--- src/rtl/vedic_32bits_pkg.sv ---
// Shared widths for the Vedic 32x32 multiplier and its 16x16 building block.
package vedic_32bits_pkg;

    localparam int unsigned OP_W   = 32;
    localparam int unsigned PROD_W = 64;
    localparam int unsigned HALF_W = 16;

endpackage : vedic_32bits_pkg

--- src/rtl/vedic_16bits.sv ---
// Combinational 16x16 -> 32 unsigned Vedic (Urdhva-Tiryagbhyam) multiplier.
// Built bottom-up: 64 gate-level 2x2 cells, combined into 4x4, 8x8 and finally
// 16x16 products.  Each combine step uses the vertical-and-crosswise identity
// lo*lo + ((hi*lo + lo*hi) << n) + (hi*hi << 2n).
// Ports:
//   a_i      16-bit unsigned multiplicand
//   b_i      16-bit unsigned multiplier
//   prod_c_o 32-bit unsigned product (combinational)
module vedic_16bits
    import vedic_32bits_pkg::*;
(
    input  logic [HALF_W-1:0]   a_i,
    input  logic [HALF_W-1:0]   b_i,
    output logic [2*HALF_W-1:0] prod_c_o
);

    // pp<n>[i][j] = a chunk i (n bits) * b chunk j (n bits)
    logic [3:0]  pp2  [8][8];
    logic [4:0]  mid4 [4][4];
    logic [7:0]  pp4  [4][4];
    logic [8:0]  mid8 [2][2];
    logic [15:0] pp8  [2][2];
    logic [16:0] mid16;

    // 2x2 base cells: one bit of cross-term carry feeds the top pair of bits.
    for (genvar i = 0; i < 8; i++) begin : g_a2
        for (genvar j = 0; j < 8; j++) begin : g_b2
            logic [1:0] x;
            logic [1:0] y;
            logic       hh;
            logic       cross_c;
            assign x       = a_i[2*i +: 2];
            assign y       = b_i[2*j +: 2];
            assign hh      = x[1] & y[1];
            assign cross_c = x[1] & y[0] & x[0] & y[1];
            assign pp2[i][j] = {hh & cross_c,
                                hh ^ cross_c,
                                (x[1] & y[0]) ^ (x[0] & y[1]),
                                x[0] & y[0]};
        end
    end

    // 4x4 from 2x2
    for (genvar i = 0; i < 4; i++) begin : g_a4
        for (genvar j = 0; j < 4; j++) begin : g_b4
            assign mid4[i][j] = {1'b0, pp2[2*i+1][2*j]} + {1'b0, pp2[2*i][2*j+1]};
            assign pp4[i][j]  = {pp2[2*i+1][2*j+1], pp2[2*i][2*j]}
                              + (8'(mid4[i][j]) << 2);
        end
    end

    // 8x8 from 4x4
    for (genvar i = 0; i < 2; i++) begin : g_a8
        for (genvar j = 0; j < 2; j++) begin : g_b8
            assign mid8[i][j] = {1'b0, pp4[2*i+1][2*j]} + {1'b0, pp4[2*i][2*j+1]};
            assign pp8[i][j]  = {pp4[2*i+1][2*j+1], pp4[2*i][2*j]}
                              + (16'(mid8[i][j]) << 4);
        end
    end

    // 16x16 from 8x8
    assign mid16    = {1'b0, pp8[1][0]} + {1'b0, pp8[0][1]};
    assign prod_c_o = {pp8[1][1], pp8[0][0]} + (32'(mid16) << 8);

endmodule : vedic_16bits

--- src/rtl/vedic_32bits.sv ---
// Unsigned 32x32 -> 64 Vedic multiplier with a single registered output stage.
// Four 16x16 partial products are cross-added combinationally; the result is
// captured when in_valid is high, otherwise Q holds its last product.
// Ports:
//   clk       rising-edge clock
//   rst       synchronous active-high reset (clears Q and out_valid)
//   A, B      32-bit unsigned operands
//   in_valid  A/B carry an operation this cycle
//   Q         registered 64-bit product
//   out_valid Q was updated by the previous valid operation
module vedic_32bits
    import vedic_32bits_pkg::*;
(
    input  logic              clk,
    input  logic              rst,
    input  logic [OP_W-1:0]   A,
    input  logic [OP_W-1:0]   B,
    input  logic              in_valid,
    output logic [PROD_W-1:0] Q,
    output logic              out_valid
);

    logic [2*HALF_W-1:0] p0_c;
    logic [2*HALF_W-1:0] p1_c;
    logic [2*HALF_W-1:0] p2_c;
    logic [2*HALF_W-1:0] p3_c;
    logic [2*HALF_W:0]   mid_c;
    logic [PROD_W-1:0]   prod_c;

    logic [PROD_W-1:0]   q_d, q_q;
    logic                valid_d, valid_q;

    // P0 = AL*BL, P1 = AH*BL, P2 = AL*BH, P3 = AH*BH
    vedic_16bits u_p0 (.a_i(A[HALF_W-1:0]),    .b_i(B[HALF_W-1:0]),    .prod_c_o(p0_c));
    vedic_16bits u_p1 (.a_i(A[OP_W-1:HALF_W]), .b_i(B[HALF_W-1:0]),    .prod_c_o(p1_c));
    vedic_16bits u_p2 (.a_i(A[HALF_W-1:0]),    .b_i(B[OP_W-1:HALF_W]), .prod_c_o(p2_c));
    vedic_16bits u_p3 (.a_i(A[OP_W-1:HALF_W]), .b_i(B[OP_W-1:HALF_W]), .prod_c_o(p3_c));

    // Cross terms need 33 bits; P3 and P0 never overlap so they concatenate.
    always_comb begin
        mid_c  = {1'b0, p1_c} + {1'b0, p2_c};
        prod_c = {p3_c, p0_c} + (PROD_W'(mid_c) << HALF_W);
    end

    // Capture only on valid so operand garbage while idle cannot reach Q.
    always_comb begin
        q_d     = q_q;
        valid_d = 1'b0;
        if (in_valid) begin
            q_d     = prod_c;
            valid_d = 1'b1;
        end
    end

    always_ff @(posedge clk) begin
        if (rst) begin
            q_q     <= '0;
            valid_q <= 1'b0;
        end else begin
            q_q     <= q_d;
            valid_q <= valid_d;
        end
    end

    assign Q         = q_q;
    assign out_valid = valid_q;

endmodule : vedic_32bits

--- config.mk ---
export PLATFORM = sky130hd
export DESIGN_NAME = vedic_32bits
export DESIGN_NICKNAME = d
export VERILOG_FILES = /design/src/rtl/vedic_32bits_pkg.sv /design/src/rtl/vedic_16bits.sv /design/src/rtl/vedic_32bits.sv
export SDC_FILE = /design/constraint.sdc
export NUM_CORES = 2
export LEC_CHECK = 0
export ABC_AREA = 0
export CORE_MARGIN = 2
export CORE_UTILIZATION = 59
export DETAILED_ROUTE_END_ITERATION = 6
export PLACE_DENSITY = 0.77
export SLEW_MARGIN = 20
export SYNTH_ARGS = -nofsm -noshare
export SYNTH_HDL_FRONTEND = slang
export SYNTH_SLANG_ARGS = --single-unit
--- constraint.sdc ---
create_clock -name clk -period 24.3 [get_ports clk]
set_input_delay 3.645 -clock clk [delete_from_list [all_inputs] [get_ports clk]]
set_output_delay 3.645 -clock clk [all_outputs]
set_load 0.01 [all_outputs]
# --- Word-level counts from Yosys, hierarchy flattened ---
# Index checks and enable logic that the tools add are counted.
classes:
  n_addsub: 170
  n_mux: 1
  n_bitwise: 2304
ops:
  columns: ["cell", "n"]
  rows:
  - ["AND 1 bit", 1792]
  - ["adder 8 x 7 -> 8 bit", 64]
  - ["XOR 1 bit", 512]
  - ["adder 4 x 4 -> 5 bit", 64]
  - ["adder 16 x 13 -> 16 bit", 16]
  - ["adder 8 x 8 -> 9 bit", 16]
  - ["adder 32 x 25 -> 32 bit", 4]
  - ["adder 16 x 16 -> 17 bit", 4]
  - ["adder 64 x 49 -> 64 bit", 1]
  - ["adder 32 x 32 -> 33 bit", 1]
  - ["two-way mux 1 bit", 1]
word_totals:
  regBits: 65
  inputBits: 67
  output_inout_bits: 65
  wordCells: 2477

# --- Depth between registers and ports, before layout ---
logic_depth:
  depth_word: 12
  mapped_depth: 52
  ltp_nobuf: 50

# --- Cells and area by module ---
# Synthesis repeated with hierarchy kept, for this count alone.
unflattened:
  hier_cells: 7126
  hier_area_um2: 54169.5
modules_own_cells:
  columns: ["module", "n_inst", "cells_each", "area_each_um2", "seq_area_each_um2"]
  rows:
  - ["vedic_16bits at u_p1", 1, 1620, 12121.6, 0.0]
  - ["vedic_16bits at u_p3", 1, 1591, 12045.3, 0.0]
  - ["vedic_16bits at u_p0", 1, 1595, 12040.3, 0.0]
  - ["vedic_16bits at u_p2", 1, 1593, 12001.5, 0.0]
  - ["vedic_32bits", 1, 727, 5960.7, 1301.2]

# --- Least setup slack after synthesis ---
# OpenSTA, ideal clock, no wires.
synth_path:
  kind: "input port to flip-flop"
  start: "input port B[0]"
  end: "register q_q[53] (netlist: Q[53])"
  setup_time_ns: 0.086
  arrival_ns: 12.589
  setup_slack_ns: 11.625
  path_stages: 46
  n_path_buf: 2
  path_cell_list: "nand2_1 clkbuf_1 nor2_1 ha_1 ha_1 xor2_1 ha_1 a21oi_1 o21bai_1 a21oi_1 xnor2_1 ha_1 inv_1 nor2_1 nor2_1 xnor2_1 ha_1 and2_1 [... 10 more ...] xnor2_1 ha_1 clkbuf_1 and3_1 nand3_1 a21boi_0 nor4_1 nor2_1 xor2_1 ha_1 and3_1 nor3b_1 a211oi_1 o21ai_1 a41oi_1 or3_2 xnor2_1 a211oi_1"
synth_between:
  elab_chain_cells: 12
  elab_cells_between_ends: 142
  cone_classes: "30 x add/sub; 112 x bitwise"
synth_rtl:
  columns: ["element", "line", "source"]
  rows:
  - ["start: declaration", "vedic_32bits.sv:17", "input logic [OP_W-1:0] B,"]
  - ["AND 1 bit", "vedic_16bits.sv:35, vedic_16bits.sv:38", null]
  - ["AND 1 bit (2 in series)", "vedic_16bits.sv:35", "assign cross_c = x[1] & y[0] & x[0] & y[1];"]
  - ["XOR 1 bit or AND 1 bit (tied branches)", "vedic_16bits.sv:37, vedic_16bits.sv:36", null]
  - ["adder 4 x 4 -> 5 bit", "vedic_16bits.sv:46", "assign mid4[i][j] = {1'b0, pp2[2*i+1][2*j]} + {1'b0, pp2[2*i][2*j+1]};"]
  - ["adder 8 x 7 -> 8 bit", "vedic_16bits.sv:48", "+ (8'(mid4[i][j]) << 2);"]
  - ["adder 8 x 8 -> 9 bit", "vedic_16bits.sv:55", "assign mid8[i][j] = {1'b0, pp4[2*i+1][2*j]} + {1'b0, pp4[2*i][2*j+1]};"]
  - ["adder 16 x 13 -> 16 bit", "vedic_16bits.sv:57", "+ (16'(mid8[i][j]) << 4);"]
  - ["adder 16 x 16 -> 17 bit", "vedic_16bits.sv:62", "assign mid16 = {1'b0, pp8[1][0]} + {1'b0, pp8[0][1]};"]
  - ["adder 32 x 25 -> 32 bit", "vedic_16bits.sv:63", "assign prod_c_o = {pp8[1][1], pp8[0][0]} + (32'(mid16) << 8);"]
  - ["adder 32 x 32 -> 33 bit", "vedic_32bits.sv:41", "mid_c = {1'b0, p1_c} + {1'b0, p2_c};"]
  - ["adder 64 x 49 -> 64 bit *", "vedic_32bits.sv:42", "prod_c = {p3_c, p0_c} + (PROD_W'(mid_c) << HALF_W);"]
  - ["end signal: assignment", "vedic_32bits.sv:60", "q_q <= q_d;"]
  - ["end: declaration", "vedic_32bits.sv:30", "logic [PROD_W-1:0] q_d, q_q;"]
# Mark *: on every way between the ends. The rest lies on a longest branch, timed or not.
# A chain may end at the register's enable or synchronous reset.

# --- Worst setup path in the final report ---
layout_path:
  start: "input port A[27]"
  end: "register q_q[53] (netlist: Q[53])"
layout_between:
  elab_chain_cells: 12
  elab_cells_between_ends: 120
  cone_classes: "27 x add/sub; 93 x bitwise"
layout_rtl:
  columns: ["element", "line", "source"]
  rows:
  - ["start: declaration", "vedic_32bits.sv:16", "input logic [OP_W-1:0] A,"]
  - ["AND 1 bit", "vedic_16bits.sv:35, vedic_16bits.sv:38", null]
  - ["AND 1 bit (2 in series)", "vedic_16bits.sv:35", null]
  - ["XOR 1 bit or AND 1 bit (tied branches)", "vedic_16bits.sv:37, vedic_16bits.sv:36", null]
  - ["adder 4 x 4 -> 5 bit", "vedic_16bits.sv:46", null]
  - ["adder 8 x 7 -> 8 bit", "vedic_16bits.sv:48", null]
  - ["adder 8 x 8 -> 9 bit", "vedic_16bits.sv:55", null]
  - ["adder 16 x 13 -> 16 bit", "vedic_16bits.sv:57", null]
  - ["adder 16 x 16 -> 17 bit", "vedic_16bits.sv:62", null]
  - ["adder 32 x 25 -> 32 bit", "vedic_16bits.sv:63", null]
  - ["adder 32 x 32 -> 33 bit", "vedic_32bits.sv:41", null]
  - ["adder 64 x 49 -> 64 bit *", "vedic_32bits.sv:42", null]
# Marked as above.

==> impl_metrics.yaml <==
synthesis:
  ys_seq_elements: 65
  synth_cells: 6957
  synth_cell_types: 86
  syn-mean-instance-area_um2: 7.63
  ys_async_sr_fraction_pct: 0
  yosys_warnings: 0
  syn-num-nets: 8495
  ys_seq_area_share_pct: 2.45
  synth-edff-count: 0
  synth_top_flop_cell: "dfxtp_1"
  synth_area_um2: 53100
critical_path:
  rr_worst_depth: 2
  cpMostUsedCell: "ha_1"
  cp-end-kind: "register"
  worstPathRequired_ns: 24.58
  crit_slowest_cell: "o41ai_1"
  crit_type: "input port to register"
  cpPeakStageDelay_ns: 0.75
  cp.arrival_ns: 15.15
  startpoint_type: "input port"
  crit_fanout: 33
clock_tree:
  hold_buffers: 0
  cts-resized-gates: 0
  cts_htree_levels: 3
  numCtsBuffers: 9
  clkTransAtPathRegs_ns: 0.06
  worstSkewPairLatency_ns: 0.38
  post-cts-setup-buffers: 0
  cts_tree: "built"
  clock_path_buffers: 2
  root_buffer: "clkbuf_16"
  clock_sink_count: 65
drt:
  drcViolationCount: 0
  wl_per_cell_um: 18.6
  num_vias: 47500
  drtIter0Drc: 3227
  drt_first_pass_iters: 5
  ant_nets: 0
  routed_via_density: 5.86
  routed_wl_um: 151000
floorplan:
  dieArea_um2: 92300
  start_util_pct: 59.8
  io_pins: 132
  row_count: 109
  die_h_um: 304
  fp.dieW_um: 304
  coreArea_um2: 88800
sta:
  fin_tns_setup_ns: 0
  setup_ws_ns: 9.43
  tightest_slew_ns: 0.989
  finalHoldViolations: 0
  fin_worst_skew_ns: 0
  maxSlewViolCount: 0
  grt_setup_unrepaired: "no"
  relSlewSlack_pct: 34.0
  setup_viol: 0
  period_needed_ns: 14.87
  timing.fmax_ghz: 0.0673
  post-route-period-util_pct: 61.2
placement:
  port_buffers: 131
  gp_congestion: 0.935
  post-dp-hpwl_um: 119000
  pre_cts_slack_ns: 9.13
layout:
  final_nets: 8473
  drive_gt1_share_pct: 2.00
  area_growth_syn_to_layout_pct: 5.28
  most-common-layout-cells: "ha_1, xnor2_1, nand2_1, a21oi_1, inv_1"
  layout_commonest_cell: "ha_1"
global_routing:
  antenna_found_initial: 0
  grt_pass1_vias: 46500
  gr-usage-all-layers_pct: 32.0
  gr-total-overflow: 0
  grt_max_degree: 73
  grt_first_pass_wirelength_um: 241000
outcome:
  status: "finished, final reports clean"
min_path:
  hold_depth: 2
  hold_class: "register to register"
run:
  drv_cap: 0
## critical path, delay by kind of cell
family / cells / cell delay [ns]
AO/OA/AOI/OAI: 15 / 3.47
buffers and inverters: 3 / 0.90
XOR/XNOR: 7 / 1.08
adder cells (fa/ha/maj): 8 / 2.69
AND/OR/NAND/NOR: 14 / 3.25
## synth_stat cells (7+ instances only)
master | count | share of area, %
and2_1 | 524 | 6.2
ha_1 | 1301 | 31
xor2_1 | 407 | 6.7
o31ai_1 | 9 | 0.13
inv_1 | 584 | 4.1
a211oi_1 | 27 | 0.38
nor3b_1 | 9 | 0.13
nor3_1 | 46 | 0.43
o21a_1 | 35 | 0.50
nor2_1 | 483 | 3.4
nand2_1 | 664 | 4.7
and3_1 | 22 | 0.26
xnor2_1 | 668 | 11
fa_1 | 170 | 6.4
nor2b_1 | 58 | 0.68
o21bai_1 | 199 | 2.8
a21oi_1 | 595 | 5.6
o21ai_0 | 117 | 1.1
a311oi_1 | 10 | 0.17
mux2i_1 | 38 | 0.72
o211ai_1 | 11 | 0.16
dfxtp_1 | 65 | 2.5
a21o_1 | 398 | 5.6
o2111ai_1 | 7 | 0.12
nand3_1 | 49 | 0.46
clkbuf_1 | 253 | 1.8
nand2b_1 | 48 | 0.57
or3_1 | 15 | 0.18
a31oi_1 | 14 | 0.17
## stage by stage
stage | cell area [um2] | std cells | hold WS [ns] | utilization [%]
4_1_cts | 55800 | 8105 | 0.464 | 62.9
5_1_grt | 55800 | 8105 | 0.507 | 62.9
6_report | 55900 | 8106 | 0.463 | 62.9
3_5_place_dp | 55500 | 8089 | 0.457 | 62.6
3_3_place_gp | 55500 | 8089 | 0.448 | 62.6
2_1_floorplan | 53100 | 6957 | 0.486 | -
## registers in the layout, indices dropped and copies added, names as in the netlist
name and cells:
Q 64, out_valid 1
## cells by family after synthesis
family | share of synthesized area, %
and+or+nand+nor | 17.8
AOI/OAI and AO/OA | 18.2
adders and majority gates | 37.1
xor gates and xnor gates | 17.8
buffers and inverters | 5.93
DFF | 2.45
muxes | 0.759
## routing by layer
layer / up-vias / part of all wire (%) / global-route usage, %
met5: - / 0 / 0
met4: 0 / 3.8 / 11.2
met3: 296 / 7.4 / 3.66
met2: 1515 / 44 / 53.3
met1: 22200 / 45 / 42.6
li1: 23400 / - / -
## path summary, 6_finish.rpt
path              slack [ns]  startpoint  endpoint
setup / recovery        9.43       A[27]     Q[53]
hold / removal          0.46       Q[39]     Q[39]
setup reg to reg       23.32       Q[33]     Q[33]
hold reg to reg         0.46       Q[39]     Q[39]
## area by class of cell
cell class | count | area, um2
fillers | 7848 | 32900
multi-input cells | 6054 | 48600
well taps | 1165 | 1460
clock buffers | 10 | 239
repair buffers | 221 | 1980
clock inverters | 6 | 67.6
flip-flops and latches | 65 | 1300
inverters | 584 | 2190
diodes | 1 | 2.50
Power is left out: the tool's default activity adds up to more than one toggle a clock period on the data nets, which glitch-free logic cannot reach.
